<file path="config.mk">
export PLATFORM = sky130hd
export DESIGN_NAME = ic_test_sequencer
export DESIGN_NICKNAME = d
export VERILOG_FILES = /design/src/rtl/ic_tester_pkg.sv /design/src/rtl/ic_golden_model.sv /design/src/rtl/ic_test_sequencer.sv
export SDC_FILE = /design/constraint.sdc
export NUM_CORES = 1
export LEC_CHECK = 0
export CORE_ASPECT_RATIO = 1.5
export CORE_MARGIN = 2
export CORE_UTILIZATION = 45
export CTS_BUF_LIST = sky130_fd_sc_hd__clkbuf_4
export DETAILED_ROUTE_END_ITERATION = 12
export MAX_ROUTING_LAYER = met4
export PLACE_DENSITY = 0.75
export RECOVER_POWER = 100
export SYNTH_ARGS = -nofsm -noshare
export SYNTH_HDL_FRONTEND = slang
export SYNTH_SLANG_ARGS = --single-unit
</file>
<file path="constraint.sdc">
create_clock -name clk -period 4.7 [get_ports clk]
set_input_delay 0.705 -clock clk [delete_from_list [all_inputs] [get_ports clk]]
set_output_delay 0.705 -clock clk [all_outputs]
set_load 0.01 [all_outputs]
</file>
<file path="src/rtl/ic_tester_pkg.sv">
// Shared definitions for the gate-family tester: family and gate-function codes,
// sequencer state encoding, and helpers that map a family to its input width.
package ic_tester_pkg;

  localparam logic [2:0] FAM_NOT   = 3'b000;
  localparam logic [2:0] FAM_TWO   = 3'b001;
  localparam logic [2:0] FAM_THREE = 3'b010;
  localparam logic [2:0] FAM_FOUR  = 3'b011;
  localparam logic [2:0] FAM_EIGHT = 3'b100;
  localparam logic [2:0] FAM_OFF   = 3'b111;

  localparam logic [1:0] GFN_AND  = 2'd0;
  localparam logic [1:0] GFN_OR   = 2'd1;
  localparam logic [1:0] GFN_NAND = 2'd2;
  localparam logic [1:0] GFN_NOR  = 2'd3;

  typedef enum logic [2:0] {
    ST_IDLE,
    ST_APPLY,
    ST_SETTLE,
    ST_CHECK,
    ST_DONE
  } state_e;

  // Number of gate inputs for a family; illegal codes report zero inputs.
  function automatic logic [3:0] fam_width(input logic [2:0] family);
    case (family)
      FAM_NOT:   return 4'd1;
      FAM_TWO:   return 4'd2;
      FAM_THREE: return 4'd3;
      FAM_FOUR:  return 4'd4;
      FAM_EIGHT: return 4'd8;
      default:   return 4'd0;
    endcase
  endfunction

  // Low N bits set; doubles as the terminal vector 2^N-1.
  function automatic logic [7:0] fam_mask(input logic [2:0] family);
    logic [8:0] m;
    m = (9'd1 << fam_width(family)) - 9'd1;
    return m[7:0];
  endfunction

endpackage

</file>
<file path="src/rtl/ic_golden_model.sv">
// Combinational reference response of one gate of the selected family to an input
// vector; bits above the family width are ignored.
module ic_golden_model
  import ic_tester_pkg::*;
(
  input  logic [2:0] family,
  input  logic [1:0] gate_fn,
  input  logic [7:0] vec,
  output logic       expected
);

  logic [7:0] mask;
  logic [7:0] bits;
  logic       all_hi;
  logic       any_hi;

  // NOTE: every signal assigned in always_comb gets a default first so no latch is inferred.
  always_comb begin
    mask     = fam_mask(family);
    bits     = vec & mask;
    all_hi   = (bits == mask) && (mask != 8'd0);
    any_hi   = |bits;
    expected = 1'b0;
    if (family == FAM_NOT) begin
      expected = ~vec[0];
    end else if (mask != 8'd0) begin
      case (gate_fn)
        GFN_AND:  expected = all_hi;
        GFN_OR:   expected = any_hi;
        GFN_NAND: expected = ~all_hi;
        default:  expected = ~any_hi;
      endcase
    end
  end

endmodule

</file>
<file path="src/rtl/ic_test_sequencer.sv">
// Drives the family select decoder, steps exhaustively through input vectors of one
// gate, samples its response after a settle delay and reports pass or first failure.
module ic_test_sequencer
  import ic_tester_pkg::*;
#(
  parameter int unsigned SETTLE_CYCLES = 8
) (
  input  logic       clk,
  input  logic       rst_n,
  input  logic       start,
  input  logic [2:0] family,
  input  logic [1:0] gate_fn,
  input  logic       dut_resp,
  output logic [2:0] select,
  output logic [7:0] stim,
  output logic       busy,
  output logic       done,
  output logic       pass,
  output logic [7:0] fail_vec
);

  localparam logic [7:0] SETTLE_LOAD = 8'(SETTLE_CYCLES - 1);

  state_e     state;
  logic [2:0] fam_q;
  logic [1:0] gfn_q;
  logic [8:0] vec;
  logic [7:0] cnt;
  logic [7:0] mask;
  logic       expected;

  assign mask = fam_mask(fam_q);

  ic_golden_model u_golden (
    .family   (fam_q),
    .gate_fn  (gfn_q),
    .vec      (vec[7:0]),
    .expected (expected)
  );

  // NOTE: all state and outputs use non-blocking assignments; done defaults low each
  // cycle so it can only ever be a single-cycle pulse.
  always_ff @(posedge clk or negedge rst_n) begin
    if (!rst_n) begin
      state    <= ST_IDLE;
      fam_q    <= FAM_OFF;
      gfn_q    <= GFN_AND;
      vec      <= '0;
      cnt      <= '0;
      select   <= FAM_OFF;
      stim     <= '0;
      busy     <= 1'b0;
      done     <= 1'b0;
      pass     <= 1'b0;
      fail_vec <= '0;
    end else begin
      done <= 1'b0;
      case (state)
        ST_IDLE: begin
          if (start) begin
            pass     <= 1'b0;
            fail_vec <= '0;
            if (family <= FAM_EIGHT) begin
              fam_q  <= family;
              gfn_q  <= gate_fn;
              select <= family;
              vec    <= '0;
              busy   <= 1'b1;
              state  <= ST_APPLY;
            end else begin
              state  <= ST_DONE;
            end
          end
        end
        ST_APPLY: begin
          stim  <= vec[7:0] & mask;
          cnt   <= SETTLE_LOAD;
          state <= ST_SETTLE;
        end
        ST_SETTLE: begin
          if (cnt == 8'd0) state <= ST_CHECK;
          else             cnt   <= cnt - 8'd1;
        end
        ST_CHECK: begin
          if (dut_resp != expected) begin
            fail_vec <= vec[7:0];
            pass     <= 1'b0;
            state    <= ST_DONE;
          end else if (vec == {1'b0, mask}) begin
            pass     <= 1'b1;
            state    <= ST_DONE;
          end else begin
            vec      <= vec + 9'd1;
            state    <= ST_APPLY;
          end
        end
        ST_DONE: begin
          done   <= 1'b1;
          select <= FAM_OFF;
          stim   <= '0;
          busy   <= 1'b0;
          state  <= ST_IDLE;
        end
        default: state <= ST_IDLE;
      endcase
    end
  end

endmodule

</file>
### Word-level counts from Yosys, hierarchy flattened

Cells that the tools add are included.

* flip-flop bits (word level): 47
* input bits: 9
* output and inout bits: 22
* word-level logic and storage cells: 91

* $add $sub $neg: 3
* magnitude comparators: 1
* eq/ne operators: 21
* shift operators: 1
* mux-type cells: 32
* bitwise gates (word level): 4
* reductions and logical operators: 18

Operators by type and width (number)
* $pmux W8 S2: 3
* $mux W9: 4
* $mux W8: 3
* $mux W3: 7
* $pmux W4 S5: 1
* $pmux W9 S2: 1
* $sub A8 B1 Y8 const B: 2
* $ne A2 B2 Y1 const B: 7
* $eq A3 B2 Y1 const B: 4
* $pmux W3 S4: 1
* $reduce_and A3 Y1: 4
* $add A9 B1 Y9 const B: 1
* $eq A9 B8 Y1: 1
* $and A8 B8 Y8: 1
* $eq A8 B8 Y1: 1
* $logic_not A8 Y1: 1
* $mux W1: 8
* $reduce_bool A2 Y1: 4
* $reduce_bool A8 Y1: 1
* $reduce_or A8 Y1: 1
* $shl A1 B4 Y8 const A: 1
* $eq A3 B1 Y1 const B: 2
* $eq A3 B3 Y1 const B: 2
* $logic_not A3 Y1: 2
* other kinds (13): 17

### Depth between registers and ports, before layout

* depth in word-level cells: 14
* gate-level depth with buffers: 13
* mapped depth without buffers: 11

### Cells and area by module

Synthesis repeated with hierarchy kept, for this count alone.

* cells, all modules: 279
* area, all modules: 2660.1 um^2

By module, submodules not included
* ic_test_sequencer: times used 1, cells an instance 236, area an instance 2373.5 um^2, sequential area each 1183.6 um^2
* ic_golden_model: times used 1, cells an instance 43, area an instance 286.5 um^2, sequential area each 0.0 um^2

### Least setup slack after synthesis

OpenSTA, ideal clock, no wires.

* kind: register to register
* start point: register fam_q[1]
* end point: register vec[0]
* setup time: 0.125 ns
* data arrival time: 3.297 ns
* data required time: 4.575 ns
* setup slack: 1.278 ns
* stages on the path, launching flop included: 14
* buffers on the path: 2
* period minus slack after synthesis: 3.422 ns
* cell sequence: dfstp_2 -> clkbuf_1 -> o21ai_0 -> ha_1 -> xnor2_1 -> ha_1 -> nand4_1 -> or4b_1 -> nand3_1 -> mux2i_1 -> a311oi_4 -> buf_6 -> nor2_2 -> mux2_2

* word-level cells in the longest chain between the ends: 14
* elaborated cells on any way between the ends: 23
* those cells by class: add/sub (1); eq/ne (9); shift (1); mux (4); bitwise (3); reduce/logical (5)

RTL lines
* start: declaration: RTL line ic_test_sequencer.sv:25 `logic [2:0] fam_q;`
* start signal: assignment: RTL line ic_test_sequencer.sv:64 `fam_q <= family;`
* $eq A3 B3 Y1, or another cell as far along: RTL line ic_tester_pkg.sv:27 `case (family)`
* $pmux W4 S5: RTL line ic_tester_pkg.sv:27
* $shl A1 B4 Y8: RTL line ic_tester_pkg.sv:40 `m = (9'd1 << fam_width(family)) - 9'd1;`
* $sub A8 B1 Y8: RTL line ic_tester_pkg.sv:40
* $and A8 B8 Y8: RTL line ic_golden_model.sv:20 `bits = vec & mask;`
* $eq A8 B8 Y1: RTL line ic_golden_model.sv:21 `all_hi = (bits == mask) && (mask != 8'd0);`
* $logic_and A1 B1 Y1: RTL line ic_golden_model.sv:21
* $not A1 Y1: RTL line ic_golden_model.sv:30 `GFN_NAND: expected = ~all_hi;`
* $pmux W1 S3: RTL line ic_golden_model.sv:27 `case (gate_fn)`
* $mux W1: RTL line ic_golden_model.sv:26 `end else if (mask != 8'd0) begin`
* $mux W1: RTL line ic_golden_model.sv:24 `if (family == FAM_NOT) begin`
* $ne A1 B1 Y1: RTL line ic_test_sequencer.sv:85 `if (dut_resp != expected) begin`
* $ne A2 B2 Y1 (no line)
* $reduce_and A5 Y1 (no line) (*)
* end signal: assignment: RTL line ic_test_sequencer.sv:93 `vec <= vec + 9'd1;`
* end: declaration: RTL line ic_test_sequencer.sv:27 `logic [8:0] vec;`

Mark *: on every way between the ends. The rest lies on a longest branch, timed or not.
A chain may end at the register's enable or synchronous reset.

### Worst setup path after layout

* start point: register fam_q[2]
* end point: register vec[0]

Same word-level chain as after synthesis.

==> results.yml <==
route:
  via_per_inst: 5.57
  met2_length_um: 2920
  drt-initial-drc-count: 129
  dr.pass1.iters: 7
  drc: 0
  vias: 2043
  wl_met3_um: 165
  wl_met1_um: 2270
  wirelength_um: 5500
  ant_nets: 0
  top_layer: "met4"
  post_drt_wl_per_cell_um: 15.0
logic_synthesis:
  synth.most_common_cell: "dfrtp_1"
  async_flop_share: 1.00
  synth.top_cell.area_share: 0.380
  ys_ff_latch: 47
  synth-edff-count: 0
  synth-xor-area-share: 0.0259
  synthFlopType: "dfrtp_1"
  synth_cells: 266
  synth_area_leaders: "dfrtp_1 38%, ha_1 9.7%, dfstp_2 5.8%"
  muxShareOfSynthArea: 0.0695
  synth_compound_area_frac: 0.132
  synth_common_cells: "41 x dfrtp_1, 24 x nand2_1, 22 x nor2_1"
  synth-simple-area-share: 0.195
  avgSynthCellArea_um2: 10.2
  ys_types: 49
  synth_top_family_by_area: "simple AND/OR/NAND/NOR gates"
  yosys.area.top_type: "dfrtp_1"
  ys_warn_count: 0
  syn_area_um2: 2700
  synthAdderAreaFrac: 0.0973
  syn_nets: 296
  seq_area_frac_synth: 0.438
critical_path:
  crit_type: "register to register"
  critPathCaptureType: "register"
  required_ns: 4.95
  critPathMaxFanout: 16
  start_kind: "register"
  ff2ff_setup_slack_ns: 0.68
  arrival_ns: 4.27
layout:
  antenna_cells: 0
  instances_no_fill: 367
  drive_above_1_share: 0.0814
  layout.nets: 324
  multiInputGateArea_um2: 1390
  syn2layout_area_growth_pct: 14.1
  register_area_um2: 1180
  fillerInstances: 544
clock_network:
  clockBufferDepth: 2
  cts_resized: 0
  cts_setup_buffers: 0
  cts_tree: "done"
  clk_latency_ns: 0.36
  numCtsBuffers: 5
  cts_sinks: 47
  htreeDepth: 2
  cts_root_buffer: "clkbuf_4"
  path_clk_slew_ns: 0.14
  hold_buffers: 0
placement:
  gp_congestion: 0.868
  dp_cells: 359
  port_buffers: 30
  dp_hpwl_um: 4210
flow_run:
  cap_violations: 1
timing:
  fin_crit_sh: 0.856
  slew_violations: 48
  tightest_slew_ns: 2.50
  whs_ns: 0.488
  clock_skew_ns: 0.0112
  setup_viol: 0
  hold_violations: 0
  rsz0062_at_grt: "false"
  setup_tns_ns: 0
  min_period_ns: 4.02
  max_freq_mhz: 249
  slew_headroom: -0.669
floorplanning:
  die_x_um: 67.3
  die-area_um2: 6650
  rows: 34
  start_util: 0.467
  io_pins: 31
  fp.dieH_um: 98.9
  coreArea_um2: 5790
global_route:
  grt-ovfl-total: 0
  grt_max_degree: 48
  grt_pass1_vias: 1883
  grt_pass1_wl_um: 8860
  grtUsageTotal: 0.181
  antenna_found_initial: 0
outcome:
  violations: "capacitance limit, slew limit"
  status: "finished, violations left"
pwr:
  peakVddDrop_mv: 0.322
  p_per_area_nw_per_um2: 522
  p_leak_nw: 1.45
  power_mw: 1.61
min_path:
  hold_class: "register to register"
routing by layer:
| metal | GRT usage | up-vias |
|---|---|---|
| li1 | - | 1009 |
| met1 | 0.209 | 975 |
| met2 | 0.308 | 47 |
| met3 | 0.0285 | 12 |
| met4 | 0.0691 | 0 |
| met5 | - | - |
flip-flops by register name, indices dropped and copies added, names as in the netlist:
| signal | flops |
|---|---|
| select | 3 |
| cnt | 8 |
| busy | 1 |
| state | 3 |
| pass | 1 |
| stim | 8 |
| done | 1 |
| fail_vec | 8 |
| fam_q | 3 |
| vec | 9 |
| gfn_q | 2 |
where the power goes:
part           leakage, nW  internal [mW]  switching (mW)  total, mW
logic                0.815          0.352           0.453      0.805
clock network       0.0263         0.0551           0.129      0.184
registers            0.609          0.506           0.115      0.621
total                 1.45          0.913           0.697       1.61
cell usage in the layout, fill, tap and decap left out, types with 3 or more instances in the layout:
cell | netlist | final
inv_1 | 18 | 18
and3_1 | 3 | 3
clkdlybuf4s50_1 | 0 | 6
nor4_1 | 6 | 7
nand2_1 | 24 | 24
xnor2_1 | 6 | 6
nor3_1 | 5 | 5
ha_1 | 21 | 21
mux2_2 | 6 | 6
mux2i_1 | 12 | 12
o21ai_0 | 5 | 5
nand2b_1 | 5 | 5
or3_1 | 5 | 5
dfstp_2 | 6 | 5
dlygate4sd3_1 | 0 | 23
a21oi_1 | 9 | 9
clkbuf_4 | 0 | 5
dfrtp_1 | 41 | 41
a22o_1 | 8 | 8
nand3_1 | 7 | 7
or4_1 | 3 | 3
o211ai_1 | 7 | 7
and2_1 | 5 | 4
nor2_1 | 22 | 22
a21o_1 | 3 | 3
logic make-up (layout without fill, tap and decap cells):
family	Yosys count	after routing
simple gates	97	97
mux	18	18
buf+inv	28	57
compound gates	47	47
flops	47	47
fa+ha+maj	21	21
xor+xnor	8	8
stage by stage:
step                      utilization  cell area (um2)  setup slack, ns
after floorplan                     -             2700             1.28
after global placement          0.527             3050             1.13
after detailed placement        0.527             3050             1.01
after CTS                       0.536             3100            0.974
after global routing            0.533             3080            0.450
final                           0.533             3080            0.678
final cells by class:
cell class                      count  area share
Tap cell                           72      0.0292
Inverter                           18      0.0219
Sequential cell                    47       0.384
Timing Repair Buffer               31      0.0978
Clock inverter                      3     0.00487
Multi-Input combinational cell    191       0.450
Clock buffer                        5      0.0122
worst max-delay path, stage by stage (launching register included):
cell	delay, ns
dfstp_1	0.69
o21ai_0	0.27
ha_1	0.32
xnor2_1	0.17
ha_1	0.23
nor4_1	0.27
a21oi_1	0.12
nor4_1	0.54
mux2i_1	0.22
a311oi_4	0.66
nor2_2	0.12
mux2_2	0.29
final timing paths:
path | depth (start not counted) | start | to
worst max-delay path | 11 | fam_q[2]$_DFFE_PN1P_ | vec[0]$_DFFE_PN0P_
worst min register to register | 1 | cnt[0]$_DFFE_PN0P_ | cnt[0]$_DFFE_PN0P_
max in group asynchronous | 1 | rst_n | vec[5]$_DFFE_PN0P_
worst max register to register | 11 | fam_q[2]$_DFFE_PN1P_ | vec[0]$_DFFE_PN0P_
min in group asynchronous | 1 | rst_n | state[2]$_DFFE_PN0P_
worst min-delay path | 1 | cnt[0]$_DFFE_PN0P_ | cnt[0]$_DFFE_PN0P_
No activity file was read; power rests on OpenSTA's default activity.
